[src/rtl/seq_replayer_pkg.sv]
// Shared types and helpers for the tick-paced address sequencer.
// Latency: n/a (declarations only).
// Backpressure: n/a (declarations only).
package seq_replayer_pkg;

  // Run mode codes; the reserved code is executed as a one-shot.
  typedef enum logic [1:0] {
    MODE_ONCE     = 2'd0,
    MODE_LOOP     = 2'd1,
    MODE_PINGPONG = 2'd2,
    MODE_RSVD     = 2'd3
  } mode_t;

  typedef enum logic {
    ST_IDLE = 1'b0,
    ST_RUN  = 1'b1
  } state_t;

  // Enabled clock cycles per address step, never below one.
  function automatic int clamp_div(input int clk_hz, input int tick_hz);
    int d;
    d = clk_hz / tick_hz;
    return (d < 1) ? 1 : d;
  endfunction

endpackage

[src/rtl/seq_replayer_tick_prescaler.sv]
// Purpose: divide enabled cycles by DIV and flag the last one of each group as a tick.
// Latency: tick is combinational from the counter and en, asserted in the DIV-th enabled cycle after clr.
// Backpressure: en=0 freezes the counter; clr returns it to zero and takes priority over en.
// Ports: clk, rst (sync, active high), clr (restart phase), en (count this cycle), tick (out).
module tick_prescaler #(
  parameter int DIV = 1
) (
  input  logic clk,
  input  logic rst,
  input  logic clr,
  input  logic en,
  output logic tick
);

  localparam int            CW   = $clog2(DIV) + 1;
  localparam logic [CW-1:0] LAST = CW'(DIV - 1);

  logic [CW-1:0] cnt;

  assign tick = en && (cnt == LAST);

  always_ff @(posedge clk) begin
    if (rst || clr) begin
      cnt <= '0;
    end else if (en) begin
      cnt <= tick ? '0 : cnt + CW'(1);
    end
  end

endmodule

[src/rtl/seq_replayer.sv]
// Purpose: step a memory address from base toward limit once per tick (once / loop / ping-pong, either direction).
// Latency: start presents base at the next edge; each later address appears one edge after its tick.
// Backpressure: count=0 pauses the prescaler and address; stop aborts with addr held and no done.
// Ports: clk, rst (sync, active high), start, stop, count, base, limit, mode
//        -> addr (registered), next (new-addr pulse), busy (in RUN), done (one-shot completion pulse).
module seq_replayer
  import seq_replayer_pkg::*;
#(
  parameter int CLOCK_FREQ_HZ = 12_000_000,
  parameter int TICK_PER_SEC  = 1000,
  parameter int ADDR_W        = 8
) (
  input  logic              clk,
  input  logic              rst,
  input  logic              start,
  input  logic              stop,
  input  logic              count,
  input  logic [ADDR_W-1:0] base,
  input  logic [ADDR_W-1:0] limit,
  input  logic [1:0]        mode,
  output logic [ADDR_W-1:0] addr,
  output logic              next,
  output logic              busy,
  output logic              done
);

  localparam int DIV = clamp_div(CLOCK_FREQ_HZ, TICK_PER_SEC);

  state_t            state, state_d;
  mode_t             mode_q, mode_d;
  logic [ADDR_W-1:0] base_q, base_d;
  logic [ADDR_W-1:0] limit_q, limit_d;
  logic [ADDR_W-1:0] addr_d;
  logic              dir_up, dir_d;
  logic              next_d, busy_d, done_d;
  logic              tick;
  logic              toward_lim;

  // One step toward target, saturating on it: the address can never wrap
  // past either endpoint regardless of direction.
  function automatic logic [ADDR_W-1:0] step_toward(input logic [ADDR_W-1:0] a,
                                                     input logic [ADDR_W-1:0] t);
    if (a < t)      return a + ADDR_W'(1);
    else if (a > t) return a - ADDR_W'(1);
    else            return a;
  endfunction

  // Start (and stop) restart the step phase so a fresh run always holds
  // each address for a full DIV enabled cycles.
  tick_prescaler #(.DIV(DIV)) u_prescaler (
    .clk  (clk),
    .rst  (rst),
    .clr  (start || stop),
    .en   ((state == ST_RUN) && count),
    .tick (tick)
  );

  // dir_up is the absolute direction; the run is on its outbound leg while
  // the direction matches the base->limit orientation.
  assign toward_lim = (dir_up == (limit_q >= base_q));

  always_comb begin
    state_d = state;
    mode_d  = mode_q;
    base_d  = base_q;
    limit_d = limit_q;
    addr_d  = addr;
    dir_d   = dir_up;
    next_d  = 1'b0;
    busy_d  = busy;
    done_d  = 1'b0;

    if (start) begin
      state_d = ST_RUN;
      mode_d  = mode_t'(mode);
      base_d  = base;
      limit_d = limit;
      addr_d  = base;
      dir_d   = (limit >= base);
      next_d  = 1'b1;
      busy_d  = 1'b1;
    end else if (state == ST_RUN) begin
      if (stop) begin
        state_d = ST_IDLE;
        busy_d  = 1'b0;
      end else if (tick) begin
        if (toward_lim) begin
          if (addr != limit_q) begin
            addr_d = step_toward(addr, limit_q);
            next_d = 1'b1;
          end else begin
            unique case (mode_q)
              MODE_LOOP: begin
                addr_d = base_q;
                next_d = 1'b1;
              end
              MODE_PINGPONG: begin
                dir_d  = ~dir_up;
                addr_d = step_toward(addr, base_q);
                next_d = 1'b1;
              end
              default: begin
                state_d = ST_IDLE;
                busy_d  = 1'b0;
                done_d  = 1'b1;
              end
            endcase
          end
        end else begin
          // Only ping-pong runs ever travel back toward base.
          if (addr != base_q) begin
            addr_d = step_toward(addr, base_q);
          end else begin
            dir_d  = ~dir_up;
            addr_d = step_toward(addr, limit_q);
          end
          next_d = 1'b1;
        end
      end
    end
  end

  always_ff @(posedge clk) begin
    if (rst) begin
      state   <= ST_IDLE;
      mode_q  <= MODE_ONCE;
      base_q  <= '0;
      limit_q <= '0;
      addr    <= '0;
      dir_up  <= 1'b1;
      next    <= 1'b0;
      busy    <= 1'b0;
      done    <= 1'b0;
    end else begin
      state   <= state_d;
      mode_q  <= mode_d;
      base_q  <= base_d;
      limit_q <= limit_d;
      addr    <= addr_d;
      dir_up  <= dir_d;
      next    <= next_d;
      busy    <= busy_d;
      done    <= done_d;
    end
  end

endmodule

[config.mk]
export PLATFORM = sky130hd
export DESIGN_NAME = seq_replayer
export DESIGN_NICKNAME = d
export VERILOG_FILES = /design/src/rtl/seq_replayer_pkg.sv /design/src/rtl/seq_replayer_tick_prescaler.sv /design/src/rtl/seq_replayer.sv
export SDC_FILE = /design/constraint.sdc
export NUM_CORES = 1
export LEC_CHECK = 0
export CAP_MARGIN = 10
export CORE_MARGIN = 2
export CORE_UTILIZATION = 34
export DETAILED_ROUTE_END_ITERATION = 12
export PLACE_DENSITY = 0.52
export SLEW_MARGIN = 20
export SYNTH_ARGS = -nofsm -noshare
export SYNTH_HDL_FRONTEND = slang
export SYNTH_SLANG_ARGS = --single-unit
[constraint.sdc]
create_clock -name clk -period 4.7 [get_ports clk]
set_input_delay 0.705 -clock clk [delete_from_list [all_inputs] [get_ports clk]]
set_output_delay 0.705 -clock clk [all_outputs]
set_load 0.005 [all_outputs]
### Word-level counts from Yosys, hierarchy flattened

Cells that the tools add are included.

| word-level totals | value |
|---|---|
| input port bits | 23 |
| bits in registers | 46 |
| output and inout port bits | 11 |
| word-level logic and storage cells | 89 |

| operators by class | value |
|---|---|
| bitwise gates (word level) | 4 |
| equality and inequality tests | 13 |
| reductions and logical operators | 13 |
| order comparisons | 6 |
| $add $sub $neg | 3 |
| mux-type cells | 40 |

Operators by type and width:

| cell | count |
|---|---|
| $mux W8 | 11 |
| $mux W1 | 27 |
| $ge A8 B8 Y1 | 2 |
| $gt A8 B8 Y1 | 2 |
| $lt A8 B8 Y1 | 2 |
| $ne A8 B8 Y1 | 2 |
| $pmux W8 S2 | 1 |
| $add A15 B1 Y15 const B | 1 |
| $eq A15 B14 Y1 const B | 1 |
| $mux W15 | 1 |
| $ne A3 B3 Y1 const B | 3 |
| $add A8 B1 Y8 const B | 1 |
| $sub A8 B1 Y8 const B | 1 |
| $reduce_or A7 Y1 | 1 |
| $reduce_and A6 Y1 | 1 |
| $reduce_bool A3 Y1 | 2 |
| $ne A5 B2 Y1 const B | 1 |
| $reduce_and A5 Y1 | 1 |
| $not A1 Y1 | 4 |
| $reduce_and A4 Y1 | 1 |
| $reduce_bool A2 Y1 | 2 |
| $ne A3 B1 Y1 const B | 1 |
| $ne A3 B2 Y1 const B | 1 |
| $eq A2 B1 Y1 const B | 1 |
| 6 further kinds | 8 |

### Logic depth before layout (Yosys ltp)

| logic depth | value |
|---|---|
| depth after elaboration | 10 |
| depth in mapped cells | 13 |
| depth with buffers taken out | 10 |

### By module

A second synthesis with hierarchy kept.

| second synthesis, totals | value |
|---|---|
| cell total of the unflattened synthesis | 504 |
| area total of the unflattened synthesis | 3975.1 µm² |

By module, submodules not included:

| module | seq. area each (µm²) | area an instance (µm²) | times used | cells an instance |
|---|---|---|---|---|
| seq_replayer | 620.6 | 3189.3 | 1 | 419 |
| tick_prescaler | 300.3 | 785.8 | 1 | 85 |

### Worst setup path after synthesis

Ideal clock, no wire load.

| timing path | value |
|---|---|
| path type | register to register |
| from | reg limit_q[0] |
| to | reg addr[1] |
| data arrival time | 2.834 ns |
| setup slack | 1.779 ns |
| period minus slack after synthesis | 2.921 ns |
| stages on the path, launching flop included | 12 |
| required time | 4.613 ns |
| buffers on the path | 1 |
| setup time | 0.087 ns |
| cell sequence | dfxtp_1 -> inv_1 -> ha_1 -> nand2b_4 -> a2111oi_4 -> a21oi_2 -> o41ai_1 -> or2_1 -> buf_6 -> mux4_2 -> or4_1 -> o31ai_1 |

| on the way | value |
|---|---|
| longest elaborated chain between the ends | 9 |
| elaborated cells on any way between the ends | 16 |
| classes of those cells | order compare: 3; eq/ne: 3; mux: 9; reduce/logical: 1 |

Ends and longest elaborated chain:

| item | RTL line | RTL |
|---|---|---|
| start: declaration | seq_replayer.sv:32 | `logic [ADDR_W-1:0] limit_q, limit_d;` |
| start signal: assignment | seq_replayer.sv:138 | `limit_q <= limit_d;` |
| $gt A8 B8 Y1 | seq_replayer.sv:44 | `else if (a > t) return a - ADDR_W'(1);` |
| $mux W8 | n/a |  |
| $mux W8 | seq_replayer.sv:43 | `if (a < t) return a + ADDR_W'(1);` |
| $mux W8, on equally long branches | seq_replayer.sv:111, seq_replayer.sv:88 |  |
| $mux W8 | seq_replayer.sv:87 | `if (toward_lim) begin` |
| $mux W8 | seq_replayer.sv:86 | `end else if (tick) begin` |
| $mux W8 | seq_replayer.sv:83 | `if (stop) begin` |
| $mux W8 | seq_replayer.sv:82 | `end else if (state == ST_RUN) begin` |
| $mux W8 | seq_replayer.sv:73 | `if (start) begin` |
| end signal: assignment | seq_replayer.sv:139 | `addr <= addr_d;` |
| end: declaration | seq_replayer.sv:21 | `output logic [ADDR_W-1:0] addr,` |

Several ways; a longest one is shown, not always the timed one. The select of a mux whose other input is x is not followed.
A chain may end at the register's enable or synchronous reset.

### Worst setup path after layout

Same ends and word-level chain as after synthesis.

==> results.md <==
* Multi-input gate area at 0.00262 sq mm
* Clk root buf: clkbuf_8
* Mapped Area at about 0.0038 sq mm
* Largest net degree at the start of global routing at 40
* R2r setup slk at 1.21 ns
* Critical Path AT at about 3.7 ns
* Fin crit share at 0.743
* RSZ-0062 raised after global routing: no
* P per Cell Area at roughly 290 mW/mm^2
* Syn_area_per_cell at 7.58 sq um
* Routed WL at between 10 and 15 mm
* Fmax at approximately 0.29 GHz
* Initial antenna violation count at 0
* Final #Nets at 577
* Cell Rows at 38
* Yosys top cell by area: dfxtp_1
* Register area at 921 sq um
* Grt ovf at 0
* Reg-to-reg endpoint: addr[1]
* CTS Buffer Depth at 2
* Clk_lat worst skew at 0.30 ns
* Status: complete, no violations
* Via count at 3713
* H-tree depth at 2
* Clk sinks at between 40 and 50
* CTS Hold Bufs at 0
* Kind of critical path: flip-flop to flip-flop
* Max FO, Critical Path at 14
* CTS Buf Count at 5
* Final instance area at approximately 0.0043 sq mm
* Worst Skew at 0.00864 ns
* Setup TNS Final at 0 ns
* Reg2reg start: limit_q[0]
* Final HPWL DP at 8.36 mm
* Die Span X at 110 microns
* Fill count at 1130
* First-pass GRT wire length at 18.2 mm
* Die Area at ~0.012 sq mm
* Fraction of registers with async set/reset at 0
* Static leakage at ~1.7 nW
* Via/cell ratio at 5.64
* Hold Path Origin: base_q[2]
* Fin crit period at 3.49 ns
* Final Hold Fails at 0
* Residual DRC at 0
* Synth area leaders: dfxtp_1 (24%), ha_1 (12%), nor2_1 (6.0%)
* CTS tree: yes
* Share of cells above drive strength 1 at 0.0425
* Final setup violation count at 0
* Post-synthesis cell count at around 500
* Warnings from Yosys at 0
* Worst Tran Pin Value at 0.752 ns
* Placed insts at 650
* Dpl ws at 1.23 ns
* Top FF cell, synth: dfxtp_1
* Starting Density at 0.349
* Worst setup margin at 1.21 ns
* Placer congestion estimate at 0.845
* Slew headroom at 0.497
* CTS clk-pin slew, worst paths at 0.09 ns
* Slew Limit Fails at 0
* Mean routed wirelength per cell at around 17 microns
* Top-area cell type share of the netlist area at 0.242
* Antenna Nets Post-Route at 0
* Yosys cell types at 54
* Die Y at 110 microns
* Post-synthesis sequential area ratio at 0.242
* 1st-iter DRT viols at approximately 300
* Drt pass-1 iters at 4
* Top-level I/O count at 34
* Cell Count, Final, Fillers Out at 658
* WHS at 0.472 ns
* Post_cts resized at 0
* Crit path launch type: flip-flop
* Overall routing resource usage at 0.193
* Vias in the first global route at between 3k and 4k
* Port Buf Inserts at 33
* Max-cap violations at 0
* Yosys reg bits at 46
* Core Region at 0.0109 sq mm
* EDFF count, synth at 0
* Hold Path End: base_q[2]
* R2R depth at 10
* Number of cells on the worst hold path at 2
* Setup bufs post-CTS at 0
* Ant. Diodes at 0
* Worst EP required at 4.92 ns
* IR drop worst, VDD at 0.144 mV
* Worst setup EP type: flip-flop
* Synthesized Nets at roughly 560
* Area Overhead vs Synth at 13.9%
* Worst Hold Class: flip-flop to flip-flop
* Dpl cell area at 0.00422 sq mm
-- layout make-up --
| type | instances | area share |
|---|---|---|
| clock inverter | 2 | 0.00868 |
| tap | 140 | 0.0405 |
| multi-input combinational | 390 | 0.606 |
| inverter | 36 | 0.0312 |
| clock buffer | 6 | 0.0168 |
| timing repair buffer | 38 | 0.0839 |
| sequential | 46 | 0.213 |
-- cell usage in the layout, fill, tap and decap left out, types with 2 or more instances in the layout --
master / n
a2111oi_0: 4
a211oi_1: 9
a21o_1: 6
a21oi_1: 26
a221oi_1: 3
a22oi_1: 3
a31oi_1: 11
and2_1: 2
and3_1: 5
buf_4: 5
clkbuf_8: 5
clkdlybuf4s50_1: 32
dfxtp_1: 46
ha_1: 37
inv_1: 36
mux2i_1: 21
nand2_1: 36
nand2b_1: 3
nand3_1: 24
nand4_1: 11
nor2_1: 61
nor2b_1: 3
nor3_1: 14
nor4_1: 6
o2111ai_1: 4
o211ai_1: 10
o21a_1: 3
o21ai_0: 23
o221ai_1: 2
o22ai_1: 4
o31ai_1: 3
o41ai_1: 5
or2_2: 4
or3_1: 7
xnor2_1: 8
xor2_1: 16
-- where the power goes --
group	internal (W)	leakage [nW]	switching, W
registers	0.000410	0.377	0.0000425
logic	0.000210	1.23	0.000318
clock network	0.000159	0.0514	0.000136
total	0.000779	1.66	0.000497
-- registers in the layout, indices dropped and copies added, names as in the netlist --
signal / flops
addr: 8
base_q: 8
busy: 1
dir_up: 1
done: 1
limit_q: 8
mode_q: 2
next: 1
state: 1
u_prescaler.cnt: 15
-- critical path: stages, from the launching register on --
cell	delay, ns
dfxtp_1	0.36
inv_1	0.06
ha_1	0.26
nand2b_4	0.15
a2111oi_4	0.36
a21oi_2	0.09
o41ai_1	0.55
or2_1	0.54
mux4_2	0.56
or4_1	0.40
o31ai_1	0.08
-- cells by family (layout without fill, tap and decap cells) --
kind of cell    after synthesis  count (layout)  synth area share
compound gates              127             127             0.228
xor+xnor                     24              24            0.0553
fa+ha+maj                    37              37             0.122
buf+inv                      65              82            0.0672
flops                        46              46             0.242
mux                          22              22            0.0613
simple gates                180             180             0.224
-- synthesized netlist by cell type (7+ instances only) --
master / instances
ha_1: 37
dfxtp_1: 46
nor2_1: 61
nor3_1: 14
nand2_1: 36
a21oi_1: 26
o211ai_1: 10
a211oi_1: 9
or3_1: 7
inv_1: 36
o21ai_0: 23
nand4_1: 11
xor2_1: 16
nand3_1: 24
clkbuf_1: 22
xnor2_1: 8
a31oi_1: 11
mux2i_1: 21
-- worst max path at each step --
stage / start / endpoint / slack (ns) / cells past startpoint
after global placement: limit_q[0] / addr[1] / 1.37 / 10
after detailed placement: limit_q[0] / addr[1] / 1.23 / 10
after CTS: limit_q[0] / addr[1] / 1.23 / 10
after global routing: limit_q[0] / addr[1] / 0.96 / 10
after floorplan: limit_q[0] / addr[1] / 1.78 / 11
final: limit_q[0] / addr[1] / 1.21 / 10
-- per-stage QoR --
step | util | total power, W
2_1_floorplan | - | 0.000825
3_3_place_gp | 0.387 | 0.000978
3_5_place_dp | 0.387 | 0.000981
4_1_cts | 0.397 | 0.00128
5_1_grt | 0.397 | 0.00137
6_report | 0.397 | 0.00128
-- routing by layer --
layer / routed length [microns] / share of wire / global-route usage
met1: 5310 / 0.48 / 0.281
met2: 5060 / 0.45 / 0.309
met3: 706 / 0.063 / 0.0243
met4: 87 / 0.0078 / 0.0307
met5: 0 / 0 / 0
(Power assumes the default switching activity.)
